[src/rtl/i2s_codec_slave.sv]
// i2s_codec_slave: codec-side I2S responder that deserialises sdin into per-channel
// words and serialises host words onto sdout, timed by the master's sclk/lrclk.
//   clk          in   system clock, at least 4x sclk
//   rstn         in   synchronous reset, active-low
//   codec_lrclk  in   word select, 0 = ch0 (left), 1 = ch1 (right)
//   codec_sclk   in   bit clock from the master
//   codec_sdin   in   serial data master -> codec
//   codec_sdout  out  serial data codec -> master
//   rx_vld/rx_chan/rx_data  out  received word strobe, channel, sample
//   rx_err       out  short frame pulse, word dropped
//   tx_vld/tx_data0/tx_data1  in  host samples to send
//   tx_ack/tx_chan  out  word latched strobe and its channel
//   tx_unf       out  underrun pulse, zeros sent
// Build option LOOPBACK_EN: transmit the last word received on the same channel.
`timescale 1ns/1ps
module i2s_codec_slave #(
    parameter int WIDTH       = 24,
    parameter int SYNC_STAGES = 2
) (
    input  logic             clk,
    input  logic             rstn,
    input  logic             codec_lrclk,
    input  logic             codec_sclk,
    input  logic             codec_sdin,
    output logic             codec_sdout,
    output logic             rx_vld,
    output logic             rx_chan,
    output logic [WIDTH-1:0] rx_data,
    output logic             rx_err,
    input  logic             tx_vld,
    input  logic [WIDTH-1:0] tx_data0,
    input  logic [WIDTH-1:0] tx_data1,
    output logic             tx_ack,
    output logic             tx_chan,
    output logic             tx_unf
);
    localparam int KW = $clog2(WIDTH + 2);
    localparam logic [KW-1:0] K_LAST = KW'(WIDTH);
    localparam logic [KW-1:0] K_SAT  = KW'(WIDTH + 1);

    typedef enum logic [1:0] {S_WAIT, S_IDLE, S_RUN} state_t;
    state_t state_q, state_d;

    logic [SYNC_STAGES-1:0] sclk_sync_q, sclk_sync_d;
    logic [SYNC_STAGES-1:0] lr_sync_q, lr_sync_d;
    logic [SYNC_STAGES-1:0] sdin_sync_q, sdin_sync_d;
    logic sclk_prev_q, sclk_prev_d;
    logic sclk_s, lr_s, sdin_s, rise, fall, start, tx_ok;
    logic lr_prev_q, lr_prev_d;
    logic [KW-1:0] k_q, k_d, k_inc;
    logic [WIDTH-1:0] rx_sh_q, rx_sh_d, tx_sh_q, tx_sh_d, rx_data_q, rx_data_d;
    logic [WIDTH-1:0] rx_word, tx_src;
    logic sdout_q, sdout_d, rx_vld_q, rx_vld_d, rx_chan_q, rx_chan_d, rx_err_q, rx_err_d;
    logic tx_ack_q, tx_ack_d, tx_chan_q, tx_chan_d, tx_unf_q, tx_unf_d;

    // Oldest stage drops off the top; all three pins share the same latency so
    // lrclk and sdin stay aligned with the detected sclk edges.
    always_comb begin
        sclk_sync_d = SYNC_STAGES'({sclk_sync_q, codec_sclk});
        lr_sync_d   = SYNC_STAGES'({lr_sync_q, codec_lrclk});
        sdin_sync_d = SYNC_STAGES'({sdin_sync_q, codec_sdin});
        sclk_prev_d = sclk_s;
    end

    always_ff @(posedge clk) begin
        sclk_sync_q <= sclk_sync_d;
        lr_sync_q   <= lr_sync_d;
        sdin_sync_q <= sdin_sync_d;
        sclk_prev_q <= sclk_prev_d;
    end

    assign sclk_s  = sclk_sync_q[SYNC_STAGES-1];
    assign lr_s    = lr_sync_q[SYNC_STAGES-1];
    assign sdin_s  = sdin_sync_q[SYNC_STAGES-1];
    assign rise    = sclk_s & ~sclk_prev_q;
    assign fall    = ~sclk_s & sclk_prev_q;
    // A word boundary needs a known previous lrclk, hence the WAIT state.
    assign start   = rise && (lr_s != lr_prev_q) && (state_q != S_WAIT);
    assign k_inc   = (k_q == K_SAT) ? k_q : k_q + 1'b1;
    assign rx_word = {rx_sh_q[WIDTH-2:0], sdin_s};

`ifdef LOOPBACK_EN
    logic [WIDTH-1:0] hold0_q, hold0_d, hold1_q, hold1_d;
    logic unused_tx;
    assign unused_tx = ^{tx_vld, tx_data0, tx_data1};
    assign tx_src    = lr_s ? hold1_q : hold0_q;
    assign tx_ok     = 1'b1;

    always_comb begin
        hold0_d = (rx_vld_d && !lr_s) ? rx_word : hold0_q;
        hold1_d = (rx_vld_d && lr_s) ? rx_word : hold1_q;
    end

    always_ff @(posedge clk) begin
        if (!rstn) begin
            hold0_q <= '0;
            hold1_q <= '0;
        end else begin
            hold0_q <= hold0_d;
            hold1_q <= hold1_d;
        end
    end
`else
    assign tx_src = tx_vld ? (lr_s ? tx_data1 : tx_data0) : '0;
    assign tx_ok  = tx_vld;
`endif

    always_comb begin
        state_d   = state_q;
        lr_prev_d = lr_prev_q;
        k_d       = k_q;
        rx_sh_d   = rx_sh_q;
        tx_sh_d   = tx_sh_q;
        sdout_d   = sdout_q;
        rx_data_d = rx_data_q;
        rx_chan_d = rx_chan_q;
        tx_chan_d = tx_chan_q;
        rx_vld_d  = 1'b0;
        rx_err_d  = 1'b0;
        tx_ack_d  = 1'b0;
        tx_unf_d  = 1'b0;
        if (rise) begin
            lr_prev_d = lr_s;
            if (state_q == S_WAIT) begin
                state_d = S_IDLE;
            end else if (start) begin
                // Delay slot of the new word: sdin ignored, tx word latched.
                state_d   = S_RUN;
                k_d       = '0;
                rx_err_d  = (state_q == S_RUN) && (k_q != '0) && (k_q < K_LAST);
                tx_sh_d   = tx_src;
                tx_ack_d  = tx_ok;
                tx_unf_d  = !tx_ok;
                tx_chan_d = tx_ok ? lr_s : tx_chan_q;
            end else if (state_q == S_RUN) begin
                k_d = k_inc;
                if (k_q < K_LAST) begin
                    rx_sh_d = rx_word;
                    if (k_inc == K_LAST) begin
                        rx_vld_d  = 1'b1;
                        rx_chan_d = lr_s;
                        rx_data_d = rx_word;
                    end
                end
            end
        end
        if (fall) begin
            sdout_d = (state_q == S_RUN) && (k_q < K_LAST) && tx_sh_q[WIDTH-1];
            if ((state_q == S_RUN) && (k_q < K_LAST)) tx_sh_d = tx_sh_q << 1;
        end
    end

    always_ff @(posedge clk) begin
        if (!rstn) begin
            state_q   <= S_WAIT;
            lr_prev_q <= 1'b0;
            k_q       <= '0;
            rx_sh_q   <= '0;
            tx_sh_q   <= '0;
            sdout_q   <= 1'b0;
            rx_data_q <= '0;
            rx_chan_q <= 1'b0;
            tx_chan_q <= 1'b0;
            rx_vld_q  <= 1'b0;
            rx_err_q  <= 1'b0;
            tx_ack_q  <= 1'b0;
            tx_unf_q  <= 1'b0;
        end else begin
            state_q   <= state_d;
            lr_prev_q <= lr_prev_d;
            k_q       <= k_d;
            rx_sh_q   <= rx_sh_d;
            tx_sh_q   <= tx_sh_d;
            sdout_q   <= sdout_d;
            rx_data_q <= rx_data_d;
            rx_chan_q <= rx_chan_d;
            tx_chan_q <= tx_chan_d;
            rx_vld_q  <= rx_vld_d;
            rx_err_q  <= rx_err_d;
            tx_ack_q  <= tx_ack_d;
            tx_unf_q  <= tx_unf_d;
        end
    end

    assign codec_sdout = sdout_q;
    assign rx_vld      = rx_vld_q;
    assign rx_chan     = rx_chan_q;
    assign rx_data     = rx_data_q;
    assign rx_err      = rx_err_q;
    assign tx_ack      = tx_ack_q;
    assign tx_chan     = tx_chan_q;
    assign tx_unf      = tx_unf_q;
endmodule

[config.mk]
export PLATFORM = sky130hd
export DESIGN_NAME = i2s_codec_slave
export DESIGN_NICKNAME = d
export VERILOG_FILES = /design/src/rtl/i2s_codec_slave.sv
export SDC_FILE = /design/constraint.sdc
export NUM_CORES = 1
export LEC_CHECK = 0
export ABC_AREA = 1
export BUFFER_PORTS_ARGS = -buffer_cell sky130_fd_sc_hd__buf_2
export CAP_MARGIN = 0
export CORE_AREA = 2 2 94 87
export DETAILED_ROUTE_END_ITERATION = 8
export DIE_AREA = 0 0 96 89
export GPL_TIMING_DRIVEN = 0
export PLACE_DENSITY = 0.89
export SLEW_MARGIN = 20
export SYNTH_ARGS = -nofsm -noshare
export SYNTH_HDL_FRONTEND = slang
export SYNTH_SLANG_ARGS = --single-unit
[constraint.sdc]
create_clock -name clk -period 3.42 [get_ports clk]
set_input_delay 0.171 -clock clk [delete_from_list [all_inputs] [get_ports clk]]
set_output_delay 0.171 -clock clk [all_outputs]
set_load 0.02 [all_outputs]
# Word-level counts from Yosys, hierarchy flattened
# Cells that the tools add are included.
# op_classes
n_mux	13
n_lt_le_gt_ge	1
n_eq_ne	4
reduce_logical	19
bitwise	10
add_sub_neg	1
# op_table
op	n
$mux W24	7
$mux W5	3
$eq A5 B5 Y1 const B	2
$not A1 Y1	8
$logic_and A1 B1 Y1	6
$reduce_and A6 Y1	1
$reduce_bool A2 Y1	3
$reduce_or A6 Y1	1
$add A5 B1 Y5 const B	1
$lt A5 B5 Y1 const B	1
$reduce_and A5 Y1	1
$reduce_bool A5 Y1	1
$mux W2	2
$reduce_and A4 Y1	1
$reduce_or A4 Y1	1
$reduce_and A3 Y1	1
$and A1 B1 Y1	2
$eq A2 B2 Y1 const B	1
$logic_not A2 Y1	1
$reduce_and A2 Y1	1
$logic_not A1 Y1	1
$mux W1	1
$ne A1 B1 Y1	1
# totals
input_bits	54
reg_bits	93

# Longest topological paths before layout
# Gate-level depths: netlist (run 1).
# logic_depth
ltp_word	9
ltp_mapped	10
ltp_nobuf	9

# Worst setup path before layout (run 1)
# Ideal clock, no wire load.
# synth_path
path_type	reg2reg
from	register k_q[0]
to	register rx_chan_q (netlist: rx_chan)
stages_incl_launch_ff	10
t_required_ns	3.305
setup_slack_ns	1.994
n_path_buf	1
setup_ns	0.115
arrival_time_ns	1.311
path_cell_list	dfxtp_1 -> ha_1 -> nand3_1 -> nand2_1 -> nand2_1 -> nor2_2 -> buf_2 -> nand3_1 -> nand2_1 -> nor2_1
# synth_between
elab_chain_cells	4
word_cells_on_any_way	6
classes_between	add/sub: 1; order compare: 1; eq/ne: 2; mux: 1; reduce/logical: 1
# synth_rtl
element	line_no	text
start, declared	50	logic [KW-1:0] k_q, k_d, k_inc;
start signal, assigned	171	k_q <= k_d;
$add A5 B1 Y5 / $eq A5 B5 Y1 (equally long branches)	79	assign k_inc = (k_q == K_SAT) ? k_q : k_q + 1'b1;
$mux W5	79	
$eq A5 B5 Y1	139	if (k_inc == K_LAST) begin
$reduce_and A6 Y1 (no source line) *	-	
end signal, assigned	176	rx_chan_q <= rx_chan_d;
end, declared	53	logic sdout_q, sdout_d, rx_vld_q, rx_vld_d, rx_chan_q, rx_chan_d, rx_err_q, rx_err_d;
# Mark *: on every way between the ends. The rest lies on a longest branch, timed or not.
# A chain may end at the register's enable or synchronous reset.

# Final worst setup path (run 1)
# layout_path
from	register k_q[0]
to	register rx_data_q[3] (netlist: rx_data[3])
# layout_between
elab_chain_cells	4
word_cells_on_any_way	6
classes_between	add/sub: 1; order compare: 1; eq/ne: 2; mux: 1; reduce/logical: 1
# layout_rtl
element	line_no	text
$add A5 B1 Y5 / $eq A5 B5 Y1 (equally long branches)	79	
$mux W5	79	
$eq A5 B5 Y1	139	
$reduce_and A6 Y1 (no source line) *	-	
end signal, assigned	175	rx_data_q <= rx_data_d;
end, declared	51	logic [WIDTH-1:0] rx_sh_q, rx_sh_d, tx_sh_q, tx_sh_d, rx_data_q, rx_data_d;
# Marked as above.

==> flow_summary.toml, run 1 <==
[placed_design]
hpwl_mm = 7.798
io_buffers = 84
place.gp.congestion = 0.8304
place_inst = 814

[synth]
synthesis.instances = 634
yosysUniqueCellTypes = 23
yosysWarningCount = 0
ys_seq_area_share_pct = 42.64
ys_ff_latch = 93
synth_area_sq_um = 4367
avgSynthCellArea_sq_um = 6.888
syn_nets = 692

[global_routing]
grt_overflow = 0
grt_max_degree = 16
grt_pass1_vias = 4199
antenna_found_initial = 0
grt_util_all_layers_pct = 27.25
grt_pass1_wl_mm = 18.28

[worst_setup_path]
crit_type = "register to register"
endpoint_kind = "register"
cp.arrival_ps = 2010
r2r-start = "k_q[0]$_SDFFE_PN0P_"
startpoint = "k_q[0]$_SDFFE_PN0P_"
cp_data_required_time_ps = 3680
cp_max_fo = 10
start_kind = "register"

[status]
status = "completed"

[power_and_ir_drop]
combPwrFrac_pct = 8.3
power.share.switching_pct = 23.84
p_seq_share_pct = 53.5
peakVddDrop_mv = 0.2256
power_frac_clock_pct = 38.2
p_int_w = 0.001571
power.leakage_nw = 2.602
p_sw_w = 0.0004919
pwr_density_cell_nw_per_um2 = 399.9

[timing]
finalSetupViolations = 0
hold_violations = 0
tightest_slew_ps = 571.0
skew_ps = 9.311
max_freq_ghz = 0.5706
grt_setup_unrepaired = "false"
final-max-slew-violation-count = 0
min_period_over_period_pct = 51.25
layout_min_cycle_time_ps = 1753
tns_ps = 0
whs_ps = 178.1
slew_headroom_pct = 61.93

[clock_tree]
post_cts_buffers = 0
cts_tree = "done"
cts_htree_levels = 3
clk_pin_slew_ps = 90
cts_root_buf = "clkbuf_8"
cts_resized = 0
clockBufferDepth = 2
numCtsBuffers = 9
clkSinkCount = 93
clk_latency_ps = 360

[flow_run]
drv_cap = 0

[final_layout]
finalNonFillerCells = 834
syn2layout_area_growth_pct = 18.17
drive_gt1_share_pct = 20.33
final_nets = 791
diodes = 0

[route]
routed-via-count = 4365
wl_per_cell_um = 12.94
ant_nets = 0
drt_wl_total_mm = 10.80
first_iter_violations = 259
vias_per_cell = 5.234
first_pass_iters = 5
drcViolationCount = 0

[floorplanning]
core_area_sq_um = 7470
ios = 85
die_height_um = 89
die_area_sq_um = 8544
die-width_um = 96
start_util_pct = 58.46
fp-row-count = 30

[min_path]
min_path_type = "primary input to register"
worst_hold_startpoint = "tx_data0[0]"
per-stage QoR:
| step | power (W) | util [%] | cell area, sq um | setup slack [ps] |
|---|---|---|---|---|
| floorplan | 0.001232 | - | 4367 | 1994 |
| global placement | 0.001284 | 65.70 | 4907 | 1793 |
| detailed placement | 0.001292 | 65.70 | 4907 | 1771 |
| CTS | 0.002067 | 69.08 | 5160 | 1692 |
| global route | 0.002135 | 69.08 | 5160 | 1533 |
| finish | 0.002063 | 69.08 | 5160 | 1667 |
timing repair:
item                       CTS  global route
hold endpoints to repair     4             0
setup endpoints to repair    0             0
hold buffers                 4             0
layout by cell type (no fill, tap or decap), types with 3 or more instances in the layout:
| cell type | instances |
|---|---|
| nor2_1 | 41 |
| inv_1 | 61 |
| nand2_2 | 5 |
| buf_4 | 9 |
| buf_2 | 96 |
| a21oi_1 | 76 |
| inv_2 | 4 |
| o21ai_0 | 13 |
| clkbuf_8 | 9 |
| clkbuf_1 | 7 |
| nand2_1 | 208 |
| ha_1 | 4 |
| dlygate4sd3_1 | 4 |
| buf_6 | 10 |
| dfxtp_1 | 93 |
| o21ai_1 | 17 |
| nand4_1 | 3 |
| nand3_1 | 60 |
| clkinv_2 | 4 |
| nand3_4 | 3 |
layout make-up:
cell class                 count  area, sq um
clock inverter                 7        88.84
inverter                      66        250.2
timing repair buffer          88        460.4
buffer                        39        270.3
tap                           96        120.1
sequential                    93         1862
fill                         630         2310
clock buffer                   9        123.9
multi-input combinational    436         1984
worst max-delay path: stages, from the launching register on:
cell and delay, ps:
dfxtp_1 460, ha_1 250, nand3_1 90, nand2_1 70, nand2_1 90, nor2_2 200, buf_4 220, nand3_1 110
nand2_1 110, nor2_1 50
metal layers:
layer	up-vias	global-route usage, %	wire length [um]
met4	0	7.013	146
li1	2185	-	-
met5	-	0	0
met1	2027	33.74	4681
met2	137	47.66	5339
met3	16	6.661	629
cells by family after synthesis:
group,count (synthesis),share of synthesized area [%]
AO/OA/AOI/OAI,106,12.15
AND/OR/NAND/NOR,326,32.15
adder cells (fa/ha/maj),4,1.146
buffers and inverters,105,11.92
flip-flops,93,42.64
synth_stat cells (all sizes together):
cell	count	area (sq um)
a21oi	76	380.4
buf	32	244.0
clkbuf	7	26.28
dfxtp	93	1862
ha	4	50.05
inv	66	250.2
nand2	214	823.3
nand3	63	352.8
nand4	3	18.77
nor2	46	209.0
o21ai	30	150.1
power by group through the flow:
stage	Clock [W]	Sequential [W]	Combinational, W
2_1_floorplan	0	0.00113	0.000106
3_3_place_gp	0	0.00113	0.000157
3_5_place_dp	0	0.00113	0.000164
4_1_cts	0.000795	0.00110	0.000169
5_1_grt	0.000836	0.00110	0.000194
6_report	0.000788	0.00110	0.000172
flip-flops by register name, summed over array words and instances, names as in the netlist, 2 cells and up:
signal / flops
rx_data: 24
k_q: 5
sclk_sync_q: 2
rx_sh_q: 23
sdin_sync_q: 2
tx_sh_q: 24
lr_sync_q: 2
state_q: 2
worst paths after layout:
kind / cells past startpoint / endpoint / slack, ps
max: 9 / rx_data[3]$_SDFFE_PN0P_ / 1670
min reg2reg: 0 / sclk_sync_q[1]$_DFF_P_ / 330
min: 5 / tx_sh_q[0]$_SDFF_PN0_ / 180
max reg2reg: 9 / rx_data[3]$_SDFFE_PN0P_ / 1670
Power figures use the tool's default switching activity.
==> inputs of run 2 (changes only) <==
- CORE_AREA: 2 2 94 87 -> 2 2 97 90
- DIE_AREA: 0 0 96 89 -> 0 0 99 92
- PLACE_DENSITY: 0.89 -> 0.84
- clock period: 3.42 -> 1.8 ns (I/O delays scaled with it)
==> flow_summary.toml, run 2 (synthesized netlist as in run 1, its figures left out) <==
[route]
drt_wl_total_mm = 10.27
wl_met1_mm = 4.610
top_layer_used = "met4"
met3_length_um = 609
drcViolationCount = 0
wl_met2_mm = 4.931
first_iter_violations = 230
routed-via-count = 4329
first_pass_iters = 5
vias_per_cell = 5.154
wl_per_cell_um = 12.22
ant_nets = 0

[global_routing]
grt_pass1_vias = 3955
grt_max_degree = 17
grt_overflow = 0
antenna_found_initial = 0
grt_util_all_layers_pct = 23.23
grt_pass1_wl_mm = 17.31

[final_layout]
mostFrequentLayoutCells = "208 x nand2_1, 95 x buf_2, 92 x dfxtp_1, 76 x a21oi_1, 61 x inv_1"
drive_gt1_share_pct = 20.46
final_util_pct = 62.71
final_nets = 791
syn2layout_area_growth_pct = 17.88
final_common_cell = "nand2_1"
diodes = 0
final_area_sq_um = 5147
fill_cells = 742

[placed_design]
hpwl_mm = 7.439
place.gp.congestion = 0.8362
place_area_sq_um = 4915
dpl_worst_slack_ps = 87.68
io_buffers = 84

[power_and_ir_drop]
p_int_w = 0.002758
p_sw_w = 0.0009958
p_seq_share_pct = 55.8
power.leakage_nw = 2.578
pwr_density_cell_nw_per_um2 = 729.2
peakVddDrop_mv = 0.3868
combPwrFrac_pct = 8.5
power.share.switching_pct = 26.53
power_frac_clock_pct = 35.6

[min_path]
min_path_type = "primary input to register"
worst_hold_startpoint = "tx_data1[0]"

[timing]
slew_headroom_pct = 64.23
max_freq_ghz = 0.6179
finalSetupViolations = 0
tns_ps = 0
min_period_over_period_pct = 89.92
final-max-slew-violation-count = 0
timing.final.ws_setup_ps = 181.5
grt_setup_unrepaired = "false"
whs_ps = 100.2
tightest_slew_ps = 536.5
layout_min_cycle_time_ps = 1619
skew_ps = 13.13
hold_violations = 0

[worst_setup_path]
cp-endpoint = "rx_chan$_SDFFE_PN0P_"
endpoint_kind = "register"
cp_max_fo = 10
r2r-start = "k_q[1]$_SDFFE_PN0P_"
crit_type = "register to register"
r2r_cells = 10
r2r_slack_ps = 180
timing.rr.end = "rx_chan$_SDFFE_PN0P_"
start_kind = "register"
cp_data_required_time_ps = 2060
cp.arrival_ps = 1880
startpoint = "k_q[1]$_SDFFE_PN0P_"

[clock_tree]
clk_latency_ps = 380
clockBufferDepth = 2
clkSinkCount = 93
cts_htree_levels = 3
cts_root_buf = "clkbuf_8"
clk_pin_slew_ps = 100
numCtsBuffers = 9
cts_tree = "done"

[floorplanning]
die_area_sq_um = 9108
ios = 85
core_area_sq_um = 8208
start_util_pct = 53.20
fp-row-count = 32
die-width_um = 99
die_height_um = 92

[flow_run]
drv_cap = 0

[status]
status = "completed"
run 2: metal layers:
metal / track usage [%] / up-vias
met5: 0 / -
met2: 39.36 / 125
met1: 29.57 / 1994
met3: 6.098 / 12
met4: 5.594 / 0
li1: - / 2198
run 2: worst min-delay path by stage:
stage               slack (ps)  depth (start not counted)                     end
floorplan                  120                          0    lr_sync_q[0]$_DFF_P_
global placement           190                          1  sdin_sync_q[0]$_DFF_P_
detailed placement         190                          1  sdin_sync_q[0]$_DFF_P_
CTS                         80                          5   tx_sh_q[0]$_SDFF_PN0_
global route               120                          5   tx_sh_q[0]$_SDFF_PN0_
finish                     100                          5   tx_sh_q[0]$_SDFF_PN0_
run 2: worst max-delay path, cell delays in order, from the launching register on:
cell and delay, ps:
dfxtp_1 370, inv_1 120, ha_1 180, nand3_1 100
nand2_2 100, nand3_4 90, nor2_8 190, buf_6 160
nand3_1 70, nand2_1 70, nor2_1 50
run 2: power groups by stage:
stage          Combinational (W)  Clock [W]  Sequential [W]
2_1_floorplan           0.000201          0         0.00214
3_3_place_gp            0.000298          0         0.00214
3_5_place_dp            0.000310          0         0.00214
4_1_cts                 0.000318    0.00134         0.00210
5_1_grt                 0.000362    0.00142         0.00210
6_report                0.000321    0.00134         0.00210
run 2: what timing repair did:
action,4_1_cts,5_1_grt
endpoints found under the hold margin,4,0
hold buffers,4,0
gates resized for setup,0,3
endpoints found under the setup margin,0,25
setup buffers,0,0
run 2: area by class of cell:
type                            instances  area (sq um)  share of cell area, %
Sequential cell                        93          1863                  36.19
Timing Repair Buffer                   88         460.4                  8.945
Multi-Input combinational cell        436          1989                  38.65
Clock buffer                           10         137.6                  2.674
Buffer                                 39         272.8                  5.299
Clock inverter                          6         46.29                 0.8994
Inverter                               66         250.2                  4.861
Tap cell                              102         127.6                  2.479
run 2: through the flow:
step,total power [W],instances
global placement,0.002440,820
detailed placement,0.002453,820
floorplan,0.002341,634
CTS,0.003750,840
finish,0.003754,840
global route,0.003883,840
==> inputs of run 3 (changes only) <==
- BUFFER_PORTS_ARGS: -buffer_cell sky130_fd_sc_hd__buf_2 -> -buffer_cell sky130_fd_sc_hd__buf_4
- RECOVER_POWER: not set -> 50
==> flow_summary.toml, run 3 (synthesized netlist as in run 1, its figures left out) <==
[clock_tree]
clockBufferDepth = 2
clk_pin_slew_ps = 90
clk_latency_ps = 370
cts_tree = "done"
cts_root_buf = "clkbuf_8"
clkSinkCount = 93
numCtsBuffers = 9
cts_htree_levels = 3

[floorplanning]
core_area_sq_um = 8208
ios = 85
fp-row-count = 32
die_height_um = 92
die-width_um = 99
die_area_sq_um = 9108
start_util_pct = 53.20

[global_routing]
grt_util_all_layers_pct = 24.03
grt_pass1_vias = 4134
grt_overflow = 0
grt_max_degree = 16
antenna_found_initial = 0
grt_pass1_wl_mm = 18.06

[worst_setup_path]
crit_path_frequent_cell = "nand2_1"
cp_slowest_cell = "dfxtp_1"
endpoint_kind = "register"
worstPathCellList = "nand2_1 > nor2_4 > nand3_4 > inv_2 > buf_4 > nand2_1 > nor2_1"
cp_slowest_stage_delay_ps = 370
crit_buf_inv = 2
cp.arrival_ps = 1930
cp_data_required_time_ps = 2090
cp_max_fo = 10
crit_type = "register to register"
cpLargestDelayFamily = "simple AND/OR/NAND/NOR gates"
start_kind = "register"

[route]
first_pass_iters = 5
ant_nets = 0
wl_per_cell_um = 12.58
drt_wl_total_mm = 10.57
first_iter_violations = 288
drcViolationCount = 0
vias_per_cell = 5.145
routed-via-count = 4322

[timing]
skew_ps = 10.81
hold_violations = 0
min_period_over_period_pct = 91.07
tns_ps = 0
final-max-slew-violation-count = 0
tightest_slew_ps = 523.5
layout_min_cycle_time_ps = 1639
max_freq_ghz = 0.6100
timing.final.ws_setup_ps = 160.7
finalSetupViolations = 0
grt_setup_unrepaired = "false"
slew_headroom_pct = 65.10

[placed_design]
place.gp.congestion = 0.8278
hpwl_mm = 7.668
io_buffers = 84
dpl_worst_slack_ps = 109.1

[flow_run]
drv_cap = 0

[final_layout]
syn2layout_area_growth_pct = 19.28
final_common_cell = "nand2_1"
mostFrequentLayoutCells = "209 x nand2_1, 92 x dfxtp_1, 76 x a21oi_1, 62 x inv_1, 60 x nand3_1"
final_nets = 791
fill_cells = 725
diodes = 0
drive_gt1_share_pct = 15.31

[power_and_ir_drop]
peakVddDrop_mv = 0.3602
pwr_density_cell_nw_per_um2 = 709.7
power.leakage_nw = 2.473

[min_path]
min_path_type = "primary input to register"

[status]
status = "completed"
-- run 3: cell count changes in the layout (fill, tap and decap cells not counted), moves of 2 or more --
cell      previous run  this run
buf_2               95         9
buf_4                9        59
buf_6               10         8
clkbuf_1             7        43
clkbuf_2             0         2
clkbuf_4             1         4
-- run 3: cell type report --
cell class / count / area (sq um) / area share (%)
Clock buffer: 12 / 135.1 / 2.594
Timing Repair Buffer: 88 / 554.3 / 10.64
Multi-Input combinational cell: 436 / 1987 / 38.15
Sequential cell: 93 / 1863 / 35.77
Inverter: 66 / 250.2 / 4.804
Buffer: 39 / 257.7 / 4.948
Clock inverter: 4 / 33.78 / 0.6486
Tap cell: 102 / 127.6 / 2.450
-- run 3: path summary, 6_finish.rpt --
check / start / to / slack [ps] / cells after the start
hold / removal: tx_data0[0] / tx_sh_q[0]$_SDFF_PN0_ / 120 / 5
setup reg to reg: sclk_sync_q[1]$_DFF_P_ / rx_err$_SDFF_PP0_ / 160 / 7
hold reg to reg: lr_sync_q[0]$_DFF_P_ / lr_sync_q[1]$_DFF_P_ / 330 / 0
setup / recovery: sclk_sync_q[1]$_DFF_P_ / rx_err$_SDFF_PP0_ / 160 / 7
-- run 3: worst register-to-register path: stages, from the launching register on --
cell and delay [ps]:
dfxtp_1 370, nand2_1 170, nor2_4 190, nand3_4 150
inv_2 170, buf_4 190, nand2_1 150, nor2_1 180
-- run 3: routing by layer --
| layer | up-vias | global-route usage, % | wire length (um) |
|---|---|---|---|
| li1 | 2193 | - | - |
| met5 | - | 0 | 0 |
| met3 | 17 | 5.259 | 582 |
| met4 | 0 | 6.963 | 143 |
| met1 | 1989 | 30.35 | 4732 |
| met2 | 123 | 41.16 | 5108 |
-- run 3: repair_timing --
item | CTS | global route
hold buffers | 4 | 0
endpoints found under the hold margin | 4 | 0
endpoints found under the setup margin | 0 | 25
gates resized for setup | 0 | 3
buffers inserted | 0 | 0
-- run 3: where the power goes --
| group | internal [W] | switching [W] |
|---|---|---|
| Sequential | 0.00208 | 0.0000147 |
| Combinational | 0.000158 | 0.000194 |
| Clock | 0.000514 | 0.000735 |
| Total | 0.00275 | 0.000944 |
-- run 3: per-stage QoR --
| stage | total power, W | utilization [%] | instance area [sq um] | cells | hold WS (ps) |
|---|---|---|---|---|---|
| after floorplan | 0.002341 | - | 4367 | 634 | 117.7 |
| after global placement | 0.002473 | 62.44 | 5125 | 820 | 195.9 |
| after detailed placement | 0.002485 | 62.44 | 5125 | 820 | 197.4 |
| after CTS | 0.003712 | 64.98 | 5334 | 840 | 102.3 |
| after global routing | 0.003843 | 63.46 | 5209 | 840 | 144.0 |
| final | 0.003697 | 63.46 | 5209 | 840 | 116.2 |
